===== src/rtl/inst_loader.sv =====
// Boot-time program loader: turns a UART byte stream (big-endian word-count header
// followed by big-endian instruction words) into instruction-memory writes from address 0.
module inst_loader #(
    parameter int ADDR_W = 15
) (
    input  logic              clk,
    input  logic              rst,
    input  logic              in_valid,
    input  logic [7:0]        in_data,
    input  logic              start,
    output logic              imem_we,
    output logic [ADDR_W-1:0] imem_addr,
    output logic [31:0]       imem_data,
    output logic              done,
    output logic              err,
    output logic [ADDR_W:0]   words_loaded
);

    typedef enum logic [1:0] {HDR, BODY, DONE, ERR} state_t;

    localparam logic [32:0] DEPTH = 33'd1 << ADDR_W;

    state_t              state_q, state_d;
    logic [1:0]          byteIdx_q, byteIdx_d;
    logic [23:0]         shift_q, shift_d;
    logic [31:0]         n_q, n_d;
    logic [ADDR_W-1:0]   wptr_q, wptr_d;
    logic [ADDR_W:0]     count_q, count_d;
    logic                we_q, we_d;
    logic [ADDR_W-1:0]   addr_q, addr_d;
    logic [31:0]         data_q, data_d;
    logic [31:0]         word;

    // Only the first three bytes of a group are kept; the fourth completes the word on the fly.
    assign word = {shift_q, in_data};

    always_ff @(posedge clk) begin
        if (rst) begin
            state_q   <= HDR;
            byteIdx_q <= '0;
            shift_q   <= '0;
            n_q       <= '0;
            wptr_q    <= '0;
            count_q   <= '0;
            we_q      <= 1'b0;
            addr_q    <= '0;
            data_q    <= '0;
        end else begin
            state_q   <= state_d;
            byteIdx_q <= byteIdx_d;
            shift_q   <= shift_d;
            n_q       <= n_d;
            wptr_q    <= wptr_d;
            count_q   <= count_d;
            we_q      <= we_d;
            addr_q    <= addr_d;
            data_q    <= data_d;
        end
    end

    always_comb begin
        state_d   = state_q;
        byteIdx_d = byteIdx_q;
        shift_d   = shift_q;
        n_d       = n_q;
        wptr_d    = wptr_q;
        count_d   = count_q;
        we_d      = 1'b0;
        addr_d    = addr_q;
        data_d    = data_q;

        unique case (state_q)
            HDR: begin
                if (in_valid) begin
                    byteIdx_d = byteIdx_q + 2'd1;
                    shift_d   = {shift_q[15:0], in_data};
                    if (byteIdx_q == 2'd3) begin
                        n_d    = word;
                        wptr_d = '0;
                        if (word == 32'd0) begin
                            state_d = DONE;
                        end else if ({1'b0, word} > DEPTH) begin
                            state_d = ERR;
                        end else begin
                            state_d = BODY;
                        end
                    end
                end
            end
            BODY: begin
                if (in_valid) begin
                    byteIdx_d = byteIdx_q + 2'd1;
                    shift_d   = {shift_q[15:0], in_data};
                    if (byteIdx_q == 2'd3) begin
                        we_d    = 1'b1;
                        addr_d  = wptr_q;
                        data_d  = word;
                        wptr_d  = wptr_q + 1'b1;
                        count_d = count_q + 1'b1;
                    end
                end
                // count_q already includes the write being presented this cycle.
                if (we_q && (32'(count_q) == n_q)) begin
                    state_d = DONE;
                end
            end
            DONE, ERR: begin
                if (start) begin
                    state_d   = HDR;
                    byteIdx_d = '0;
                    shift_d   = '0;
                    n_d       = '0;
                    wptr_d    = '0;
                    count_d   = '0;
                end
            end
            default: state_d = HDR;
        endcase
    end

    assign imem_we      = we_q;
    assign imem_addr    = addr_q;
    assign imem_data    = data_q;
    assign done         = (state_q == DONE);
    assign err          = (state_q == ERR);
    assign words_loaded = count_q;

endmodule

===== config.mk =====
export PLATFORM = sky130hd
export DESIGN_NAME = inst_loader
export DESIGN_NICKNAME = d
export VERILOG_FILES = /design/src/rtl/inst_loader.sv
export SDC_FILE = /design/constraint.sdc
export NUM_CORES = 1
export LEC_CHECK = 0
export CAP_MARGIN = 15
export CORE_ASPECT_RATIO = 0.75
export CORE_MARGIN = 3
export CORE_UTILIZATION = 49
export CTS_BUF_LIST = sky130_fd_sc_hd__clkbuf_8 sky130_fd_sc_hd__clkbuf_16
export CTS_CLUSTER_SIZE = 14
export DETAILED_ROUTE_END_ITERATION = 8
export GPL_TIMING_DRIVEN = 1
export PLACE_DENSITY = 0.78
export RECOVER_POWER = 100
export SLEW_MARGIN = 20
export SYNTH_ARGS = -nofsm -noshare
export SYNTH_HDL_FRONTEND = slang
export SYNTH_SLANG_ARGS = --single-unit

===== constraint.sdc =====
create_clock -name clk -period 1.6 [get_ports clk]
set_input_delay 0.32 -clock clk [delete_from_list [all_inputs] [get_ports clk]]
set_output_delay 0.32 -clock clk [all_outputs]
set_load 0.02 [all_outputs]

Word-level counts from Yosys, hierarchy flattened
Cells that the tools add are included.
{ "classes": {"eq_ne": 12, "n_addsub": 3, "bitwise": 2, "n_mux": 27, "magnitude_cmp": 1, "n_reduce_logical": 14} }
{ "op_table": {"columns": ["operator", "n"], "rows": [
  ["$mux 32", 3],
  ["$mux 15", 5],
  ["$pmux 32 s2", 1],
  ["$mux 16", 3],
  ["$mux 24", 2],
  ["$pmux 24 s2", 1],
  ["$pmux 15 s3", 1],
  ["$eq 16x32->1", 1],
  ["$gt 32x16->1 const B", 1],
  ["$logic_not 32->1", 1],
  ["$pmux 16 s2", 1],
  ["$add 16x1->16 const B", 1],
  ["$add 15x1->15 const B", 1],
  ["$mux 2", 7],
  ["$ne 2x2->1 const B", 6],
  ["$reduce_and 4->1", 3],
  ["$eq 2x2->1 const B", 3],
  ["$pmux 2 s3", 1],
  ["$reduce_and 5->1", 1],
  ["$pmux 2 s2", 1],
  ["$reduce_bool 2->1", 2],
  ["$reduce_or 2->1", 2],
  ["$reduce_and 3->1", 1],
  ["$reduce_or 3->1", 1],
  ["other kinds (8)", 9]
]} }
{ "word_totals": {"register_bits": 139, "wordCells": 68, "in_bits": 12} }

Depth between registers and ports, before layout
Gate-level depths: netlist (run 1).
{ "logic_depth": {"ltp_word": 6, "mapped_depth": 7, "mapped_depth_nobuf": 6} }

Least setup slack after synthesis (run 1)
Ideal clock, no wire load.
{ "synth_timing": {"path_kind": "register to register", "start": "register count_q[3] (netlist: words_loaded[3])", "end": "register count_q[13] (netlist: words_loaded[13])", "arrival_time_ns": 1.553, "path_stages_with_launch": 7, "t_required_ns": 1.483, "period_less_slack_ns": 1.671, "path_slack_ns": -0.071, "cell_sequence": "dfxtp_1 clkbuf_2 nand4_2 a2111oi_4 nand3_1 xor2_1 nor2_1"} }
{ "synth_via": {"elab_chain_cells": 4} }
{ "synth_lines": {"columns": ["item", "line", "rtl"], "rows": [
  ["start: declaration", "28", "logic [ADDR_W:0] count_q, count_d;"],
  ["start signal: assignment", "54", "count_q <= count_d;"],
  ["$add 16x1->16", "99", "count_d = count_q + 1'b1;"],
  ["$mux 16", "94", "if (byteIdx_q == 2'd3) begin"],
  ["$mux 16", "91", "if (in_valid) begin"],
  ["$pmux 16 s2", "72", "unique case (state_q)"]
]} }
Every way passes these cells. The select of a mux whose other input is x is not followed.
A chain may end at the register's enable or synchronous reset.

Worst setup path after layout (run 1)
{ "layout_timing": {"start": "input start", "end": "register state_q[1]"} }
{ "layout_via": {"elab_chain_cells": 2} }
{ "layout_lines": {"columns": ["item", "line", "rtl"], "rows": [
  ["start: declaration", "10", "input logic start,"],
  ["$ne 2x2->1 (no source line)", null, null],
  ["$reduce_and 4->1 (no source line)", null, null],
  ["end signal: assignment", "49", "state_q <= state_d;"],
  ["end: declaration", "23", "state_t state_q, state_d;"]
]} }
Every way passes these cells.

==> results.md, run 1 <==
* Count leader, synth: dfxtp_1
* Post-synthesis adder-cell area fraction at less than 1%
* R2R depth at 5
* Vias/cell at ~5.7
* Netlist cell types at 48
* I/O Buffers at 77
* Leading post-synthesis cells by cell area: dfxtp_1 (50%), nand2_1 (9.1%), a21oi_1 (7.9%)
* ANT cells at 0
* Worst setup path class: in2reg
* Largest net degree at the start of global routing at 110
* Number of global-route vias before repair at slightly below 5000
* Clk buf depth at 2
* RD Place Congestion at roughly 0.9
* Total Wirelength at approximately 16000 um
* Via count at 5304
* Overflow after GRT at 0
* Final instance area at 0.00758 mm^2
* Average cell area after synthesis at approximately 8.5 um^2
* DIE HEIGHT at a little under 100 um
* Clk root buf: clkbuf_16
* Final Worst Setup Slack at -153 ps
* WL per Instance at 17.2 um
* Worst Setup Start Kind: input port
* Failing checks: setup timing
* Sink Count at ~140
* R2R Setup Slk at -130 ps
* H-tree levels at 4
* Pleak at slightly above 3 nW
* Cell family with most CP delay: buffers and inverters
* Crit-path most repeated cell: buf_4
* Final Cycle Share at 110%
* I/O pin total at 78
* CP startpoint: start
* Layout area overhead at 36.5%
* HP Class: in2reg
* Maximum VDD drop at around 720 uV
* RSZ-0062 raised after global routing: true
* Status: finished with violations
* Fin. Hold Viols at 0
* Worst setup path end: state_q[1]
* Post-Syn Area at 0.00555 mm^2
* Synth Flop Type: dfxtp_1
* Post-Place Cell Area at just under 0.007 mm^2
* Share of layout cells above drive strength 1 at between 10% and 20%
* Maximum clock rate at between 500 and 600 MHz
* Post-synth ARST share at 0%
* CP arrival at between 2000 and 2500 ps
* Finish-stage setup viols at slightly below 60
* DR pass1 iterations at 7
* Slew headroom at between 50% and 60%
* Slowest CP cell: clkdlybuf4s50_1
* Initial cell density of the core at 52.1%
* # DRC at 0
* Reg2Reg Capture Point: state_q[1]
* Bufs and invs on worst path at 4
* YS warnings at 0
* Die width at 129 um
* Post-route minimum period at ~1800 ps
* Synth Instances at 651
* WHS at about 130 ps
* Skew-Pair Late Insertion Delay at ~420 ps
* Required time worst endpoint at ~1900 ps
* Area share of and/or/nand/nor cells after synthesis at between 20% and 30%
* Total die area at between 0.01 and 0.015 mm^2
* Syn Nets at between 600 and 700
* Worst Skew at 8.47 ps
* Post-synth EDFFs at 0
* CP Depth at 7
* Worst-margin pin slew at 705 ps
* CTS tree: yes
* Power, Total at slightly below 8 mW
* Xor/xnor cell area share of the yosys netlist at 6.31%
* Worst Path Max Fanout at 23
* Synth cell count leaders: dfxtp_1 (139), nand2_1 (135), a21oi_1 (88), nor2_1 (56), nand3_1 (42)
* Top cell type's share of synthesized area at 50.1%
* Critical-path cell list: clkdlybuf4s50_1 -> nand2_2 -> clkbuf_2 -> buf_4 -> nand2b_1 -> buf_4 -> a221oi_2
* Final Net Count at between 700 and 800
* Critical path's largest stage delay at around 470 ps
* Maxcap violations at 0
* DRT iter0 DRCs at between 500 and 600
* Initial antenna violation count at 0
* Site Rows at 32
* Largest family of logic cells by synthesized area: simple AND/OR/NAND/NOR gates
* Total CTS buffers at 17
* Slew Limit Fails at 0
* Clock Pin Slew Worst Setup and Hold Paths at about 50 ps
* FILL cells at a little over 800
* Core area at 0.0107 mm^2
* Worst slack, placed at -663 ps
* Final HPWL DP at approximately 10000 um
* RR Startpoint: n_q[26]
* First-pass GRT wire length at 24300 um
* Final ANT Viol Nets at 0
* Worst Setup End Kind: register
* Seq cells post-synth at ~140
* Post-synthesis mux area share at less than 1%
* Synth Area in Compound Gates at 14.4%
* Total GRT Usage at a little under a quarter
* Pwr/cell area at between 1000 and 1500 mW/mm^2
* Largest area contributor in the netlist: dfxtp_1
* Sequential share of the synthesized area at 50.1%
## layer usage
metal	GRT usage (%)	vias to the layer above	share of wire (%)	wire length [um]
met5	0	-	0	0
met4	8.72	0	2.3	374
met3	6.62	49	8.7	1380
met2	37.3	269	46	7300
met1	31.6	2504	43	6870
li1	-	2482	-	-
## cells by family after synthesis
group / after synthesis
buffers and inverters: 48
adder cells (fa/ha/maj): 3
flip-flops: 139
multiplexers: 2
XOR/XNOR: 40
AO/OA/AOI/OAI: 129
AND/OR/NAND/NOR: 290
## state kept, by name (all words and copies together), names as in the netlist
signal,count
byteIdx_q,2
shift_q,24
wptr_q,15
n_q,32
imem_addr,15
words_loaded,16
imem_data,32
state_q,2
imem_we,1
## how the worst min path moves through the flow
stage               startpoint               to  slack, ps  cells past startpoint
finish                     rst  words_loaded[0]        130                      2
global route               rst  words_loaded[1]        120                      2
CTS                        rst  words_loaded[0]        120                      2
detailed placement     n_q[24]          n_q[24]        450                      2
global placement       n_q[25]          n_q[25]        440                      2
floorplan              n_q[29]          n_q[29]        430                      2
## worst reg2reg max path, delay by kind of cell (launching register included)
kind	cells	cell delay (ps)
simple gates	3	930
compound gates	2	380
flops	1	310
## final cells by class
cell class / instances / area, um^2 / area share [%]
inverters: 3 / 11.3 / 0.149
flip-flops and latches: 139 / 2800 / 36.9
multi-input cells: 465 / 2700 / 35.6
clock inverters: 11 / 104 / 1.37
well taps: 136 / 170 / 2.25
repair buffers: 150 / 1310 / 17.3
clock buffers: 21 / 480 / 6.34
## stage by stage
| step | setup TNS (ps) | instances | utilization [%] |
|---|---|---|---|
| floorplan | 0 | 651 | - |
| global placement | -42430 | 879 | 63.9 |
| detailed placement | -49350 | 879 | 63.9 |
| CTS | -277 | 917 | 69.6 |
| global route | -6300 | 925 | 71.2 |
| finish | -1430 | 925 | 71.2 |
## repair_timing
item	in CTS	in global routing
setup endpoints to repair	167	54
hold buffers	0	0
cloned	0	3
pin swaps	4	12
buffers inserted	6	5
gates resized for setup	86	29
## placed cells by master, fill, tap and decap left out, drive strengths merged, types with 3 or more instances in the layout
cell,count
nand4,12
a211oi,3
o21ai,6
nand3,42
or3,7
xor2,16
a22oi,25
clkbuf,30
dlygate4sd2,65
nor3,7
dfxtp,139
a21oi,88
xnor2,24
nand2,136
nor2,58
nor4,12
buf,66
ha,3
nand2b,3
inv,8
clkdlybuf4s50,9
## where the power goes
part	switching, mW	leakage (nW)	internal [mW]
logic	0.183	1.60	0.125
clock network	1.43	0.301	2.42
registers	0.0362	1.13	3.49
total	1.65	3.03	6.04
Note: power is estimated with default switching activity, not from simulation.
==> run 2, diff against run 1 <==
- CTS_CLUSTER_DIAMETER: not set -> 50
==> results of run 2 <==
Same layout as run 1: the final DEF is identical, and so are final timing and power.
==> run 3, diff against run 2 <==
- CTS_CLUSTER_SIZE: 14 -> 8
- SLEW_MARGIN: 20 -> 10
==> results of run 3 <==
Same layout as run 1: the final DEF is identical, and so are final timing and power.
